`config.mk`:
```
export PLATFORM = sky130hd
export DESIGN_NAME = vector_map_seq_flat
export DESIGN_NICKNAME = d
export VERILOG_FILES = /design/src/rtl/vector_map_seq_if.sv /design/src/rtl/vector_map_seq.sv /design/src/flat_wrapper.sv
export SDC_FILE = /design/constraint.sdc
export NUM_CORES = 1
export LEC_CHECK = 0
export CAP_MARGIN = 40
export CORE_ASPECT_RATIO = 0.8
export CORE_MARGIN = 3
export CORE_UTILIZATION = 48
export DETAILED_ROUTE_END_ITERATION = 16
export PLACE_DENSITY = 0.76
export SETUP_SLACK_MARGIN = 0.02
export SYNTH_ARGS = -nofsm -noshare
export SYNTH_HDL_FRONTEND = slang
export SYNTH_SLANG_ARGS = --single-unit
```
`constraint.sdc`:
```
create_clock -name clock -period 3.8 [get_ports clock]
set_input_delay 0.76 -clock clock [delete_from_list [all_inputs] [get_ports clock]]
set_output_delay 0.76 -clock clock [all_outputs]
set_load 0.01 [all_outputs]
```
`src/rtl/vector_map_seq_if.sv`:
```
// Valid/ready bundle for vector_map_seq: upstream vector in, mapped result out.
// The master drives the vector and o_ready; the slave (the map block) drives the rest.
interface vector_map_seq_if #(
    parameter int ELEMS = 5,
    parameter int WIDTH = 4
);
    localparam int SW = $clog2(ELEMS + 1);

    logic [ELEMS*WIDTH-1:0] i_data;
    logic [1:0]             i_op;
    logic [WIDTH-1:0]       i_operand;
    logic                   i_valid;
    logic                   i_ready;
    logic [ELEMS*WIDTH-1:0] o_data;
    logic [SW-1:0]          o_sat_count;
    logic                   o_valid;
    logic                   o_ready;

    modport master (
        output i_data, i_op, i_operand, i_valid, o_ready,
        input  i_ready, o_data, o_sat_count, o_valid
    );

    modport slave (
        input  i_data, i_op, i_operand, i_valid, o_ready,
        output i_ready, o_data, o_sat_count, o_valid
    );
endinterface

```
`src/rtl/vector_map_seq.sv`:
```
// Time-multiplexed vector map: applies PASS/ADD_WRAP/ADD_SAT/SUB_SAT with a scalar
// operand to a captured vector, LANES elements per cycle, and holds the result until accepted.
module vector_map_seq #(
    parameter int ELEMS = 5,
    parameter int WIDTH = 4,
    parameter int LANES = 2
) (
    input  logic            clock,
    input  logic            reset,
    vector_map_seq_if.slave bus
);
    localparam int CHUNKS = (ELEMS + LANES - 1) / LANES;
    localparam int CW     = (CHUNKS > 1) ? $clog2(CHUNKS) : 1;
    localparam int SW     = $clog2(ELEMS + 1);
    localparam int DW     = ELEMS * WIDTH;
    localparam int IW     = $clog2(CHUNKS * LANES) + 1;

    typedef enum logic [1:0] {IDLE, BUSY, DONE} state_t;

    state_t                      r_state;
    state_t                      w_state_next;
    logic [CW-1:0]               r_chunk;
    logic [DW-1:0]               r_vec;
    logic [DW-1:0]               r_result;
    logic [1:0]                  r_op;
    logic [WIDTH-1:0]            r_operand;
    logic [SW-1:0]               r_sat_count;
    logic [LANES-1:0][WIDTH-1:0] w_lane_y;
    logic [LANES-1:0]            w_lane_sat;
    logic [SW-1:0]               w_chunk_sat;
    logic                        w_accept;
    logic                        w_last;
    logic                        w_i_ready;
    logic                        w_o_valid;

    assign w_last   = (r_chunk == CW'(CHUNKS - 1));
    assign w_accept = (r_state == IDLE) && bus.i_valid;

    // One ALU per lane; the padding lanes of a short final chunk never raise a clamp.
    for (genvar gi = 0; gi < LANES; gi++) begin : g_lane
        logic [IW-1:0]    w_idx;
        logic             w_en;
        logic [WIDTH-1:0] w_x;
        logic [WIDTH:0]   w_sum;
        logic [WIDTH:0]   w_diff;
        logic [WIDTH-1:0] w_y;
        logic             w_sat;

        assign w_idx  = IW'(r_chunk) * IW'(LANES) + IW'(gi);
        assign w_en   = (w_idx < IW'(ELEMS));
        assign w_x    = w_en ? r_vec[w_idx*WIDTH +: WIDTH] : '0;
        assign w_sum  = {1'b0, w_x} + {1'b0, r_operand};
        assign w_diff = {1'b0, w_x} - {1'b0, r_operand};

        always_comb begin
            w_y   = w_x;
            w_sat = 1'b0;
            case (r_op)
                2'd1: w_y = w_sum[WIDTH-1:0];
                2'd2: begin
                    if (w_sum[WIDTH]) begin
                        w_y   = '1;
                        w_sat = w_en;
                    end else begin
                        w_y = w_sum[WIDTH-1:0];
                    end
                end
                2'd3: begin
                    if (w_diff[WIDTH]) begin
                        w_y   = '0;
                        w_sat = w_en;
                    end else begin
                        w_y = w_diff[WIDTH-1:0];
                    end
                end
                default: w_y = w_x;
            endcase
        end

        assign w_lane_y[gi]   = w_y;
        assign w_lane_sat[gi] = w_sat;
    end

    always_comb begin
        w_chunk_sat = '0;
        for (int i = 0; i < LANES; i++) begin
            w_chunk_sat = w_chunk_sat + SW'(w_lane_sat[i]);
        end
    end

    always_comb begin
        w_state_next = r_state;
        w_i_ready    = 1'b0;
        w_o_valid    = 1'b0;
        case (r_state)
            IDLE: begin
                w_i_ready = 1'b1;
                if (bus.i_valid) w_state_next = BUSY;
            end
            BUSY: begin
                if (w_last) w_state_next = DONE;
            end
            DONE: begin
                w_o_valid = 1'b1;
                if (bus.o_ready) w_state_next = IDLE;
            end
            default: w_state_next = IDLE;
        endcase
    end

    always_ff @(posedge clock or posedge reset) begin
        if (reset) begin
            r_state     <= IDLE;
            r_chunk     <= '0;
            r_vec       <= '0;
            r_result    <= '0;
            r_op        <= '0;
            r_operand   <= '0;
            r_sat_count <= '0;
        end else begin
            r_state <= w_state_next;
            if (w_accept) begin
                r_vec       <= bus.i_data;
                r_op        <= bus.i_op;
                r_operand   <= bus.i_operand;
                r_result    <= '0;
                r_sat_count <= '0;
                r_chunk     <= '0;
            end else if (r_state == BUSY) begin
                // Element k always comes from lane k%LANES during chunk k/LANES.
                for (int k = 0; k < ELEMS; k++) begin
                    if (r_chunk == CW'(k / LANES)) begin
                        r_result[k*WIDTH +: WIDTH] <= w_lane_y[k % LANES];
                    end
                end
                r_sat_count <= r_sat_count + w_chunk_sat;
                r_chunk     <= w_last ? '0 : r_chunk + CW'(1);
            end
        end
    end

    assign bus.i_ready     = w_i_ready;
    assign bus.o_valid     = w_o_valid;
    assign bus.o_data      = r_result;
    assign bus.o_sat_count = r_sat_count;
endmodule

```
`src/flat_wrapper.sv`:
```
// flat-port wrapper written by rule: the top's interface ports become plain ports
module vector_map_seq_flat 
#(
    parameter int ELEMS = 5,
    parameter int WIDTH = 4,
    parameter int LANES = 2
)
  (clock, reset, bus_i_data, bus_i_op, bus_i_operand, bus_i_valid, bus_o_ready, bus_i_ready, bus_o_data, bus_o_sat_count, bus_o_valid);
  vector_map_seq_if #(.ELEMS(ELEMS), .WIDTH(WIDTH)) bus_i ();
  input  logic clock;
  input  logic reset;
  input wire logic [$bits(bus_i.i_data)-1:0] bus_i_data;
  input wire logic [$bits(bus_i.i_op)-1:0] bus_i_op;
  input wire logic [$bits(bus_i.i_operand)-1:0] bus_i_operand;
  input wire logic [$bits(bus_i.i_valid)-1:0] bus_i_valid;
  input wire logic [$bits(bus_i.o_ready)-1:0] bus_o_ready;
  output wire logic [$bits(bus_i.i_ready)-1:0] bus_i_ready;
  output wire logic [$bits(bus_i.o_data)-1:0] bus_o_data;
  output wire logic [$bits(bus_i.o_sat_count)-1:0] bus_o_sat_count;
  output wire logic [$bits(bus_i.o_valid)-1:0] bus_o_valid;
  assign bus_i.i_data = bus_i_data;
  assign bus_i.i_op = bus_i_op;
  assign bus_i.i_operand = bus_i_operand;
  assign bus_i.i_valid = bus_i_valid;
  assign bus_i.o_ready = bus_o_ready;
  assign bus_i_ready = bus_i.i_ready;
  assign bus_o_data = bus_i.o_data;
  assign bus_o_sat_count = bus_i.o_sat_count;
  assign bus_o_valid = bus_i.o_valid;
  vector_map_seq #(.ELEMS(ELEMS), .WIDTH(WIDTH), .LANES(LANES)) u_core (.clock(clock), .reset(reset), .bus(bus_i));
endmodule
```
After elaboration in Yosys (flattened, before gate mapping)
Index checks and enable logic that the tools add are counted.
{"block": "op_classes", "order_cmp": 2, "mux": 32, "shift": 2, "n_addsub": 8, "n_reduce_logical": 11, "eq_ne": 10}
{"operator": "$mux 4", "count": 11}
{"operator": "$mux 20", "count": 2}
{"operator": "$pmux 4 s3", "count": 2}
{"operator": "$shiftx 20x6->4", "count": 1}
{"operator": "$shiftx 20x7->4", "count": 1}
{"operator": "$mux 2", "count": 6}
{"operator": "$add 4x4->5", "count": 2}
{"operator": "$sub 4x4->5", "count": 2}
{"operator": "$eq 2x2->1 const B", "count": 4}
{"operator": "$reduce_bool 2->1", "count": 4}
{"operator": "$eq 2x1->1 const B", "count": 3}
{"operator": "$mux 1", "count": 6}
{"operator": "$mux 3", "count": 2}
{"operator": "$pmux 2 s3", "count": 1}
{"operator": "$reduce_and 2->1", "count": 3}
{"operator": "$add 3x1->4 const B", "count": 1}
{"operator": "$logic_not 2->1", "count": 2}
{"operator": "$lt 4x3->1 const B", "count": 1}
{"operator": "$ne 2x2->1 const B", "count": 2}
{"operator": "$pmux 1 s2", "count": 2}
{"operator": "$add 3x3->3", "count": 1}
{"operator": "$lt 3x3->1 const B", "count": 1}
{"operator": "$reduce_and 3->1", "count": 1}
{"operator": "$add 1x1->2", "count": 1}
{"operator": "3 further kinds", "count": 3}
{"block": "word_totals", "output_inout_bits": 25, "register_bits": 53, "word_cells": 74, "inputBits": 30}

Depth between registers and ports, before layout
{"block": "depth", "word_depth": 10, "ltp_mapped": 19, "mapped_depth_nobuf": 18}

Worst setup path before layout
No wires, ideal clock.
{"block": "synth_timing", "path_kind": "flip-flop to flip-flop", "startpoint": "register u_core.r_chunk[0]", "endpoint": "register u_core.r_sat_count[2] (netlist: u_core.bus.o_sat_count[2])", "path_stages_with_launch": 17, "path_slack_ns": 0.096, "setup_time_ns": 0.121, "synth_period_minus_slack_ns": 3.704, "n_path_buf": 2, "arrival_time_ns": 3.583, "required_ns": 3.679, "cell_sequence": "dfrtp_1 -> buf_6 -> buf_2 -> mux2i_1 -> o21ai_0 -> fa_1 -> or2_2 -> a221oi_1 -> nor2_1 -> a221o_1 -> nor2_1 -> ha_1 -> ha_1 -> inv_1 -> fa_1 -> a21o_1 -> a22o_1"}
{"block": "synth_between", "elab_chain_cells": 10, "elab_cells_between_ends": 21, "cone_classes": "7 x add/sub; 2 x order compare; 2 x shift; 10 x mux"}
{"item": "start, declared", "line": "vector_map_seq.sv:22", "rtl": "logic [CW-1:0] r_chunk;"}
{"item": "start signal, assigned", "line": "vector_map_seq.sv:137", "rtl": "r_chunk <= w_last ? '0 : r_chunk + CW'(1);"}
{"item": "$add 3x1->4", "line": "vector_map_seq.sv:49", "rtl": "assign w_idx = IW'(r_chunk) * IW'(LANES) + IW'(gi);"}
{"item": "$shiftx 20x7->4 or $lt 4x3->1 (tied branches)", "line": "vector_map_seq.sv:51, vector_map_seq.sv:50"}
{"item": "$mux 4", "line": "vector_map_seq.sv:51", "rtl": "assign w_x = w_en ? r_vec[w_idx*WIDTH +: WIDTH] : '0;"}
{"item": "$sub 4x4->5 or $add 4x4->5 (tied branches)", "line": "vector_map_seq.sv:53, vector_map_seq.sv:52"}
{"item": "$mux 1, on equally long branches", "line": "vector_map_seq.sv:69, vector_map_seq.sv:61"}
{"item": "$pmux 1 s2", "line": "vector_map_seq.sv:58", "rtl": "case (r_op)"}
{"item": "$add 1x1->2 (*)", "line": "vector_map_seq.sv:87", "rtl": "w_chunk_sat = w_chunk_sat + SW'(w_lane_sat[i]);"}
{"item": "$add 3x3->3 (*)", "line": "vector_map_seq.sv:136", "rtl": "r_sat_count <= r_sat_count + w_chunk_sat;"}
{"item": "$mux 3 (*)", "line": "vector_map_seq.sv:129", "rtl": "end else if (r_state == BUSY) begin"}
{"item": "$mux 3 (*)", "line": "vector_map_seq.sv:122", "rtl": "if (w_accept) begin"}
{"item": "end signal, assigned", "line": "vector_map_seq.sv:136"}
{"item": "end, declared", "line": "vector_map_seq.sv:27", "rtl": "logic [SW-1:0] r_sat_count;"}
Mark *: on every way between the ends. The rest lies on a longest branch, timed or not. The select of a mux whose other input is x is not followed.
A chain may end at the register's enable or synchronous reset.

Worst setup path in the final report
Ends and elaborated chain as after synthesis.

==> run metrics <==
status finished, final reports clean; Die ar. roughly 0.0077 mm²; clk slew on worst S/H paths 100 ps; top cell type's share of synthesized area 0.414; post-synthesis average cell area between 8 and 9 µm²; Arr. time, crit path a little under 4000 ps; dpl ws -21.1 ps; Rel. slew slack 0.529; ys flop type dfrtp_1; Initial Util 0.518; Commonest cells post-synth 85 x nand2_1, 53 x dfrtp_1, 24 x inv_1; unrepaired setup endpoints after global routing true; RD Place Congestion 0.992; reg2reg path depth 16; largest net degree at the start of global routing 30; ratio of cells with drive above 1 in the final layout 0.120; Crit. End Element register; Ys Warns 0; GRT Util Overall 0.208; routed vias 2,854; Post-Syn Nets between 400 and 500; Die Ht slightly below 80 µm; later-pin clock latency in the skew report roughly 300 ps; max-cap viol count 0; CP Launch Type register; routed len/inst between 15 and 20 µm; Hold Crit Depth 2; WL final roughly 8 mm; Overflow after GRT 0; Ports 55; reg2reg start u_core.r_chunk[0]; Tightest Pin Transition 702 ps; Final Max Tran Viols 0; Mapped Cells 365; CTS H-tree lvls 2; largest area contributor in the netlist dfrtp_1; P_leak around 1.9 nW; Pre-antenna DRT Iters 5; min-delay src u_core.r_vec[0]; Filler cells between 500 and 600; power per cell area 1010 mW/mm²; Final Critical Period between 3000 and 4000 ps; vias in the first global route ~2,700; FF+latch count, synth 53; sequential fraction of the synthesis area 0.414; antenna cells 0; period utilisation layout 0.965; area of the multi-input gates 0.00172 mm²; clk root buf clkbuf_8; Final Skew between 7 and 8 ps; die span in x approximately 97 µm; Unique masters post-synth 53; Num CTS Buffers 5; # DRC 0; Cell Rows 25; clock sinks 53; Post-DP HPWL 6.05 mm; Max Root-Sink Buffers 2; Vias/cell 5.65; Worst R2R End u_core.bus.o_sat_count[2]; fmax 0.273 GHz; count leader, synth nand2_1; Peak VDD IR just under 0.0004 V; first-pass GRT wire length 13.1 mm; flop-to-flop setup slack roughly 130 ps; NumNets Final roughly 480; Worst EP required about 4000 ps; register area about 0.0013 mm²; ys async rst share 1.00; main area contributors after synthesis dfrtp_1 41%, nand2_1 10%, ha_1 6.2%; initial antenna violation count 0; worst setup margin between 100 and 150 ps; CTS tree built; hold worst-path end u_core.r_vec[0]; endpoints failing setup 0; Buffers on Ports 54; final hold viol count 0; core area ~0.0062 mm²; Antenna Nets Post-Route 0; class of the worst hold path reg -> reg; Worst Setup Path Type reg -> reg; Tot Pwr between 0.004 and 0.005 W; initial drt markers ~220; Crit Path Max Fanout 7; synthesis-to-finish area growth 26.0%; Mapped Area between 0.003 and 0.004 mm²; EDFF count, synth 0
-- what timing repair did --
item | in CTS | in global routing
hold buffers | 0 | 0
gates resized for setup | 5 | 14
pin swaps | 0 | 8
endpoints found under the setup margin | 2 | 2
setup buffers | 1 | 2
-- per-layer routing --
metal / vias to the layer above / share of wire / global-route usage
li1: 1353 / - / -
met2: 116 / 0.45 / 0.328
met5: - / 0 / 0
met3: 17 / 0.056 / 0.0378
met1: 1368 / 0.48 / 0.298
met4: 0 / 0.014 / 0.0526
-- critical path, stage by stage (launching register included) --
cell and delay (ps):
dfrtp_2 450, buf_4 180, mux2i_1 130, nor2_1 300
ha_1 380, a21oi_1 160, nor2_1 60, nor2_1 150
nor2_1 80, a2111oi_2 450, buf_4 190, ha_1 140
ha_2 180, inv_2 40, fa_2 350, a21o_1 160
a22o_1 170
-- through the flow --
step,setup TNS [ps],utilization,hold slack (ps),area [µm²],instances
2_1_floorplan,0,-,439,3210,365
3_3_place_gp,0,0.623,458,3860,494
3_5_place_dp,-28.9,0.627,467,3880,495
4_1_cts,0,0.644,491,3990,503
5_1_grt,-78.8,0.652,515,4040,505
6_report,0,0.652,483,4040,505
-- final cells by class --
cell class	count	share of cell area
clock inverters	1	0.00186
well taps	81	0.0251
flip-flops and latches	53	0.329
clock buffers	6	0.0204
repair buffers	72	0.170
multi-input cells	267	0.427
inverters	25	0.0266
-- logic make-up (layout without fill, tap and decap cells) --
family | Yosys count | in the layout | share of synthesized area
AOI/OAI and AO/OA | 83 | 83 | 0.179
xor gates and xnor gates | 7 | 7 | 0.0191
adders and majority gates | 23 | 23 | 0.100
buffers and inverters | 45 | 104 | 0.0621
DFF | 53 | 53 | 0.414
muxes | 8 | 8 | 0.0265
and+or+nand+nor | 146 | 146 | 0.199
-- report_power, final --
group	leakage (nW)	internal (W)	switching [W]
clock	0.0433	0.000144	0.000179
combinational	1.16	0.00123	0.00150
sequential	0.667	0.000816	0.000211
total	1.87	0.00219	0.00189
-- layout by cell type (no fill, tap or decap), types with 2 or more instances in the layout --
cell type / netlist / layout
nand2_1: 85 / 85
clkdlybuf4s50_1: 0 / 54
dfrtp_1: 53 / 51
inv_1: 24 / 21
o21ai_0: 22 / 20
buf_4: 0 / 17
nor2_1: 18 / 16
ha_1: 16 / 14
a21oi_1: 13 / 12
nand3_1: 12 / 12
mux2i_1: 7 / 7
o21ai_1: 6 / 7
xnor2_1: 7 / 7
nand2b_1: 6 / 6
clkbuf_8: 0 / 6
nor3_1: 6 / 5
and3_1: 5 / 5
nor2b_1: 4 / 4
a21o_1: 4 / 4
o31ai_1: 4 / 4
o22ai_1: 3 / 3
and2_1: 3 / 3
a221oi_1: 4 / 3
o21a_1: 3 / 3
o21bai_1: 3 / 3
a22o_1: 3 / 3
inv_2: 0 / 3
fa_1: 5 / 3
a221oi_2: 1 / 2
a21oi_2: 1 / 2
or3_1: 2 / 2
a31oi_1: 2 / 2
a211oi_1: 2 / 2
nor2_2: 0 / 2
fa_2: 0 / 2
ha_2: 0 / 2
dfrtp_2: 0 / 2
-- registers in the layout, summed over array words and instances, names as in the netlist --
name                    flops
u_core.r_vec               20
u_core.bus.o_data          20
u_core.r_operand            4
u_core.r_state              2
u_core.r_op                 2
u_core.bus.o_sat_count      3
u_core.r_chunk              2
-- worst max path at each step --
stage,startpoint,end,slack (ps),depth (start not counted)
6_report,u_core.r_chunk[0],u_core.bus.o_sat_count[2],130,16
5_1_grt,u_core.r_chunk[0],u_core.bus.o_sat_count[2],-70,17
2_1_floorplan,u_core.r_chunk[0],u_core.bus.o_sat_count[2],100,16
3_5_place_dp,u_core.r_chunk[0],u_core.bus.o_sat_count[2],-20,16
4_1_cts,u_core.r_chunk[0],u_core.bus.o_sat_count[2],20,16
3_3_place_gp,u_core.r_chunk[0],u_core.bus.o_sat_count[2],90,17
(Power assumes the default switching activity.)
